### src/rtl/fir_shift_add_mac.sv
// Time-multiplexed shift/add FIR tap engine: one sample in, NTAPS weighted taps summed one per cycle.
// Latency: sample accepted at edge T -> out_valid sampled high at edge T+NTAPS+1; one sample per NTAPS+2 cycles best case.
// Backpressure: in_ready low outside IDLE; result held in OUT until out_ready. Optional FIR_SAT_EN saturates the accumulator.
module fir_shift_add_mac #(
  parameter int NTAPS = 8,
  parameter int IDXW  = 4
) (
  input  logic            clk,
  input  logic            rst,
  input  logic            in_valid,
  output logic            in_ready,
  input  logic [15:0]     in_data,
  output logic            out_valid,
  input  logic            out_ready,
  output logic [15:0]     out_data,
  input  logic            coef_we,
  input  logic [IDXW-1:0] coef_addr,
  input  logic [5:0]      coef_data,
  output logic            coef_err
);

  localparam int DEPTH = 1 << IDXW;
  localparam logic [IDXW:0]   NT   = (IDXW+1)'(NTAPS);
  localparam logic [IDXW-1:0] LAST = IDXW'(NTAPS - 1);

  typedef enum logic [1:0] {S_IDLE, S_ACCUM, S_OUT} state_t;

  state_t          state;
  logic [15:0]     x    [DEPTH];
  logic [5:0]      coef [DEPTH];
  logic [15:0]     acc;
  logic [IDXW-1:0] idx;

  logic [5:0]  c;
  logic [15:0] shifted, term, sum, acc_next;
  logic        coef_ok;

  // 16-bit Kogge-Stone parallel-prefix adder, the single accumulation adder
  function automatic logic [15:0] ppa_add(input logic [15:0] a, input logic [15:0] b);
    logic [15:0] g, p, gn, pn;
    g = a & b;
    p = a ^ b;
    for (int d = 1; d < 16; d = d * 2) begin
      gn = g;
      pn = p;
      for (int i = d; i < 16; i++) begin
        gn[i] = g[i] | (p[i] & g[i-d]);
        pn[i] = p[i] & p[i-d];
      end
      g = gn;
      p = pn;
    end
    return (a ^ b) ^ {g[14:0], 1'b0};
  endfunction

  always_comb begin
    c        = coef[idx];
    shifted  = $unsigned($signed(x[idx]) >>> c[3:0]);
    term     = 16'd0;
    if (c[5]) term = c[4] ? (16'd0 - shifted) : shifted;
    sum      = ppa_add(acc, term);
    acc_next = sum;
`ifdef FIR_SAT_EN
    if ((acc[15] == term[15]) && (sum[15] != acc[15]))
      acc_next = acc[15] ? 16'h8000 : 16'h7fff;
`endif
  end

  assign coef_ok  = (state != S_ACCUM) && ({1'b0, coef_addr} < NT);
  assign in_ready = (state == S_IDLE);

  always_ff @(posedge clk) begin
    if (rst) begin
      state     <= S_IDLE;
      acc       <= 16'd0;
      idx       <= '0;
      out_valid <= 1'b0;
      out_data  <= 16'd0;
      coef_err  <= 1'b0;
      for (int k = 0; k < DEPTH; k++) begin
        x[k]    <= 16'd0;
        coef[k] <= 6'd0;
      end
    end else begin
      coef_err <= coef_we && !coef_ok;
      if (coef_we && coef_ok) coef[coef_addr] <= coef_data;

      case (state)
        S_IDLE: begin
          if (in_valid) begin
            for (int k = 1; k < NTAPS; k++) x[k] <= x[k-1];
            x[0]  <= in_data;
            acc   <= 16'd0;
            idx   <= '0;
            state <= S_ACCUM;
          end
        end
        S_ACCUM: begin
          acc <= acc_next;
          idx <= idx + 1'b1;
          if (idx == LAST) begin
            out_data  <= acc_next;
            out_valid <= 1'b1;
            state     <= S_OUT;
          end
        end
        S_OUT: begin
          if (out_ready) begin
            out_valid <= 1'b0;
            state     <= S_IDLE;
          end
        end
        default: state <= S_IDLE;
      endcase
    end
  end

endmodule

### config.mk
export PLATFORM = sky130hd
export DESIGN_NAME = fir_shift_add_mac
export DESIGN_NICKNAME = d
export VERILOG_FILES = /design/src/rtl/fir_shift_add_mac.sv
export SDC_FILE = /design/constraint.sdc
export NUM_CORES = 1
export LEC_CHECK = 0
export ABC_AREA = 1
export BUFFER_PORTS_ARGS = -buffer_cell sky130_fd_sc_hd__buf_2
export CORE_ASPECT_RATIO = 0.75
export CORE_MARGIN = 2
export CORE_UTILIZATION = 51
export CTS_CLUSTER_DIAMETER = 100
export DETAILED_ROUTE_END_ITERATION = 8
export GPL_TIMING_DRIVEN = 0
export PLACE_DENSITY = 0.7
export SLEW_MARGIN = 20
export SYNTH_ARGS = -nofsm -noshare
export SYNTH_HDL_FRONTEND = slang
export SYNTH_SLANG_ARGS = --single-unit
### constraint.sdc
create_clock -name clk -period 5.5 [get_ports clk]
set_input_delay 0.55 -clock clk [delete_from_list [all_inputs] [get_ports clk]]
set_output_delay 0.55 -clock clk [all_outputs]
set_load 0.005 [all_outputs]
* Word level (Yosys, flattened, before mapping)
Memory sizes are Yosys's and may differ from the RTL's. A register that Yosys moved wholly into a read port is not among the register bits.
Cells that the tools add are included.
** Storage, ports and cells
- Bits in read-only memories :: 0
- Latch bits :: 0
- Register bits after elaboration :: 40
- Memory bits (writable) :: 352
- Memories :: 2
- Output and inout port bits :: 19
- Input bits :: 31
** Operators by class
- Multiply operators :: 0
- Eq/ne operators :: 7
- Div/mod/pow operators :: 0
- Multiplexer cells :: 37
- Bitwise logic cells :: 132
- Shift-type cells :: 1
- Order comparisons :: 1
- Add/subtract/negate cells :: 2
- Reductions and logical operators :: 12
** Memories
- x :: words 16, bits a word 16, rd ports 8, clocked after Yosys merged registers in 1, write ports 16, line 29 : logic [15:0] x [DEPTH];
- coef :: words 16, bits a word 6, rd ports 1, clocked after Yosys merged registers in 1, write ports 16, line 30 : logic [5:0] coef [DEPTH];
** Operator list (count)
- 16-bit two-way mux :: 11
- 1-bit bitwise AND :: 76
- 1-bit OR :: 53
- 16-bit one-hot mux with 2 select lines :: 1
- 16-bit XOR :: 2
- 4-bit two-way mux :: 6
- 16-bit by 4-bit >>> shifter with 16-bit output :: 1
- 1-bit by 16-bit subtractor with 16-bit output (first input constant) :: 1
- 15-bit bitwise AND :: 1
- 1-bit two-way mux :: 12
- 4-bit one-hot mux with 2 select lines :: 1
- 2-bit two-way mux :: 3
- 6-bit two-way mux :: 1
- 2-bit inequality test (second input constant) :: 3
- 2-bit one-hot mux with 3 select lines :: 1
- 3-bit AND reduction :: 2
- 6-bit OR reduction :: 1
- 4-bit by 1-bit adder with 4-bit output (second input constant) :: 1
- 4-bit by 3-bit equality test with 1-bit output (second input constant) :: 1
- 4-bit less-than comparator (second input constant) :: 1
- 2-bit AND reduction :: 2
- 2-bit nonzero test :: 2
- 1-bit logical AND :: 3
- 2-bit by 1-bit equality test with 1-bit output (second input constant) :: 1
- 5 further kinds :: 5

* Longest topological paths before layout
- Word-level depth :: 14
- Gate-level depth with buffers :: 39

* Worst setup path after synthesis
Ideal clock, no wire load.
- Path type :: input -> register
- Start point :: in rst
- End point :: mem x[0][0], enable pin
- Data arrival time :: 3.063 ns
- Cell stages on the path :: 3
- Path slack :: 1.325 ns
- Cells stage by stage :: inv_1 -> clkbuf_1 -> nand2_1
** RTL lines
- from (decl) :: line 9 : input logic rst,
- to (decl) :: line 29

==> reports/results.txt <==
Worst-Margin Slew: 842 ps
CP Capture Type: register
Skew-Pair Late Insertion Delay: 570 ps
Vias in the first global route: 10600
I/O Pins: 50
Count leader, synth: nand2_1
Most used cell, CP: nand2_1
Crit path max fanout: 10
Worst EP arrival: 5630 ps
Failing checks: design-rule violations
Bufs on Longest Clock Path: 3
WP data required: 5980 ps
Max Clk Rate: 194 MHz
Hold slack: 257 ps
H-tree depth: 1
Max-slew headroom: 0.438
Period utilization: 0.936
Clock skew: 16.3 ps
Final Net Count: 1796
Total power: 4.92 mW
Residual DRC: 1
Hold Path Class: input port to register
Design Area, Final: 15600 um2
Post-Route WL: 36200 um
ANT nets after route: 0
Number of diodes: 0
Core ar.: 26900 um2
PnR worst setup slack: 350 ps
Seq/Total Area, Yosys: 0.549
Initial Utilization: 0.516
Largest net degree at the start of global routing: 46
Post-DP HPWL: 25300 um
Most frequent cells after synthesis: nand2_1 (333), nor2_1 (267), edfxtp_1 (224)
Synth Area per Inst: 8.55 um2
Critical Path Source Type: register
GPL Wtd Cong: 0.916
Fill cells: 2421
Synth Register Bits: 268
Clock sink total: 268
Most used DFF post-synth: edfxtp_1
Yosys top cell by area: edfxtp_1
Layout cells sized above 1: 0.105
Total grt overflow: 0
Synth async-reset ratio: 0
Final worst path period need: 5150 ps
Final Hold Vio Count: 0
P&R area growth vs syn: 12.7%
CTS tree: built
# rows: 52
Die width: 194 um
Outcome: finished with violations
GRT Total Usage: 0.255
CTS Buf Count: 26
Critical path type: register to register
P_leak: 6.96 nW
Die Area: 28500 um2
DIE HEIGHT: 147 um
Root Driver: clkbuf_16
Synth top area cells: edfxtp_1 (49%), nand2_1 (9.0%), nor2_1 (7.2%)
Routed via count: 11300
Post-place instance area: 14800 um2
Synth unique cells: 46
Antenna violations before repair: 0
Total power per unit cell area: 315 nW/um2
Yosys top cell area share: 0.485
Initial DRT Pass Iterations: 7
Mapped Cells: 1621
Crit-path max cell delay: 430 ps
Max Slew Vio Count: 0
CP max-delay cell: dfxtp_1
Worst vdd ir: 0.318 mV
Vias per cell: 5.34
Clock Pin Slew Worst Setup and Hold Paths: 70 ps
First-pass GRT wire length: 56900 um
Yosys warns: 0
EDFF count, synth: 224
Max cap viols: 0
Routed length per instance: 17.1 um
Place WS: 107 ps
Post-Syn Area: 13900 um2
Initial DRC count: 1349
Port Buffers: 49
Final setup viols: 0
==> worst max-delay path, delay by kind of cell, from the launching register on <==
family          cells  cell delay (ps)
compound gates      9             1560
xor+xnor            1              170
simple gates       11             1030
flops               1              430
fa+ha+maj           1              280
buf+inv             8             1600
==> kinds of logic after synthesis <==
family	synth area share
other	0.000270
AOI/OAI and AO/OA	0.0755
DFF	0.549
adders and majority gates	0.0168
buffers and inverters	0.0973
and+or+nand+nor	0.254
xor gates and xnor gates	0.00758
==> cell usage in the layout, fill, tap and decap left out, drive strengths merged, types with 9 or more instances in the layout <==
master and count:
o21ai 68, dfxtp 44, buf 101, nand3 190, nor2 268, ha 17
clkinv 9, nand4 11, inv 216, nand2 347, conb 48, a21oi 84
clkbuf 77, edfxtp 224, o211ai 13
==> report_power, final <==
group | total [mW] | internal (mW) | leakage (nW) | switching [mW]
Combinational | 0.846 | 0.260 | 3.86 | 0.586
Clock | 1.70 | 0.921 | 0.389 | 0.781
Sequential | 2.37 | 2.33 | 2.71 | 0.0395
Total | 4.92 | 3.51 | 6.96 | 1.41
==> layout make-up <==
cell class	instances	area, um2	share of cell area
tap	351	439	0.0281
clock buffer	38	726	0.0464
inverter	216	813	0.0520
sequential	268	7610	0.487
multi-input combinational	1095	5130	0.328
buffer	89	557	0.0356
timing repair buffer	51	285	0.0182
clock inverter	10	75.1	0.00480
==> repair_timing <==
action                                 in CTS  in global routing
buffers inserted                            0                  0
hold buffers                                0                  0
resized for setup                           0                 30
endpoints found under the hold margin       0                  0
setup endpoints to repair                   0                 11
==> per-stage QoR <==
| stage | std cells | TNS (ps) | utilization |
|---|---|---|---|
| floorplan | 1668 | 0 | - |
| global placement | 2068 | -87780 | 0.548 |
| detailed placement | 2070 | 0 | 0.550 |
| CTS | 2118 | 0 | 0.580 |
| global route | 2118 | -32.7 | 0.582 |
| finish | 2118 | 0 | 0.582 |
==> per-layer routing <==
layer  wire (um)  up-vias  track usage
li1            -     5513            -
met1       16000     5263        0.374
met2       15900      491        0.389
met3        3600       48       0.0544
met4         719        0       0.0654
met5           0        -            0
==> flip-flops by register name, summed over array words and instances (netlist names), named ones only <==
| name | cells |
|---|---|
| coef_err | 1 |
| acc | 16 |
| coef | 96 |
| out_data | 16 |
| out_valid | 1 |
| x | 128 |
| idx | 4 |
| state | 2 |
==> worst paths after layout <==
kind | start | endpoint | slack (ps) | cells past startpoint
max | register | acc[14] | 350 | 30
min | coef_we | coef_err | 260 | 3
max reg2reg | register | acc[14] | 350 | 30
min reg2reg | acc[9] | acc[9] | 470 | 2
Power figures use the tool's default switching activity.
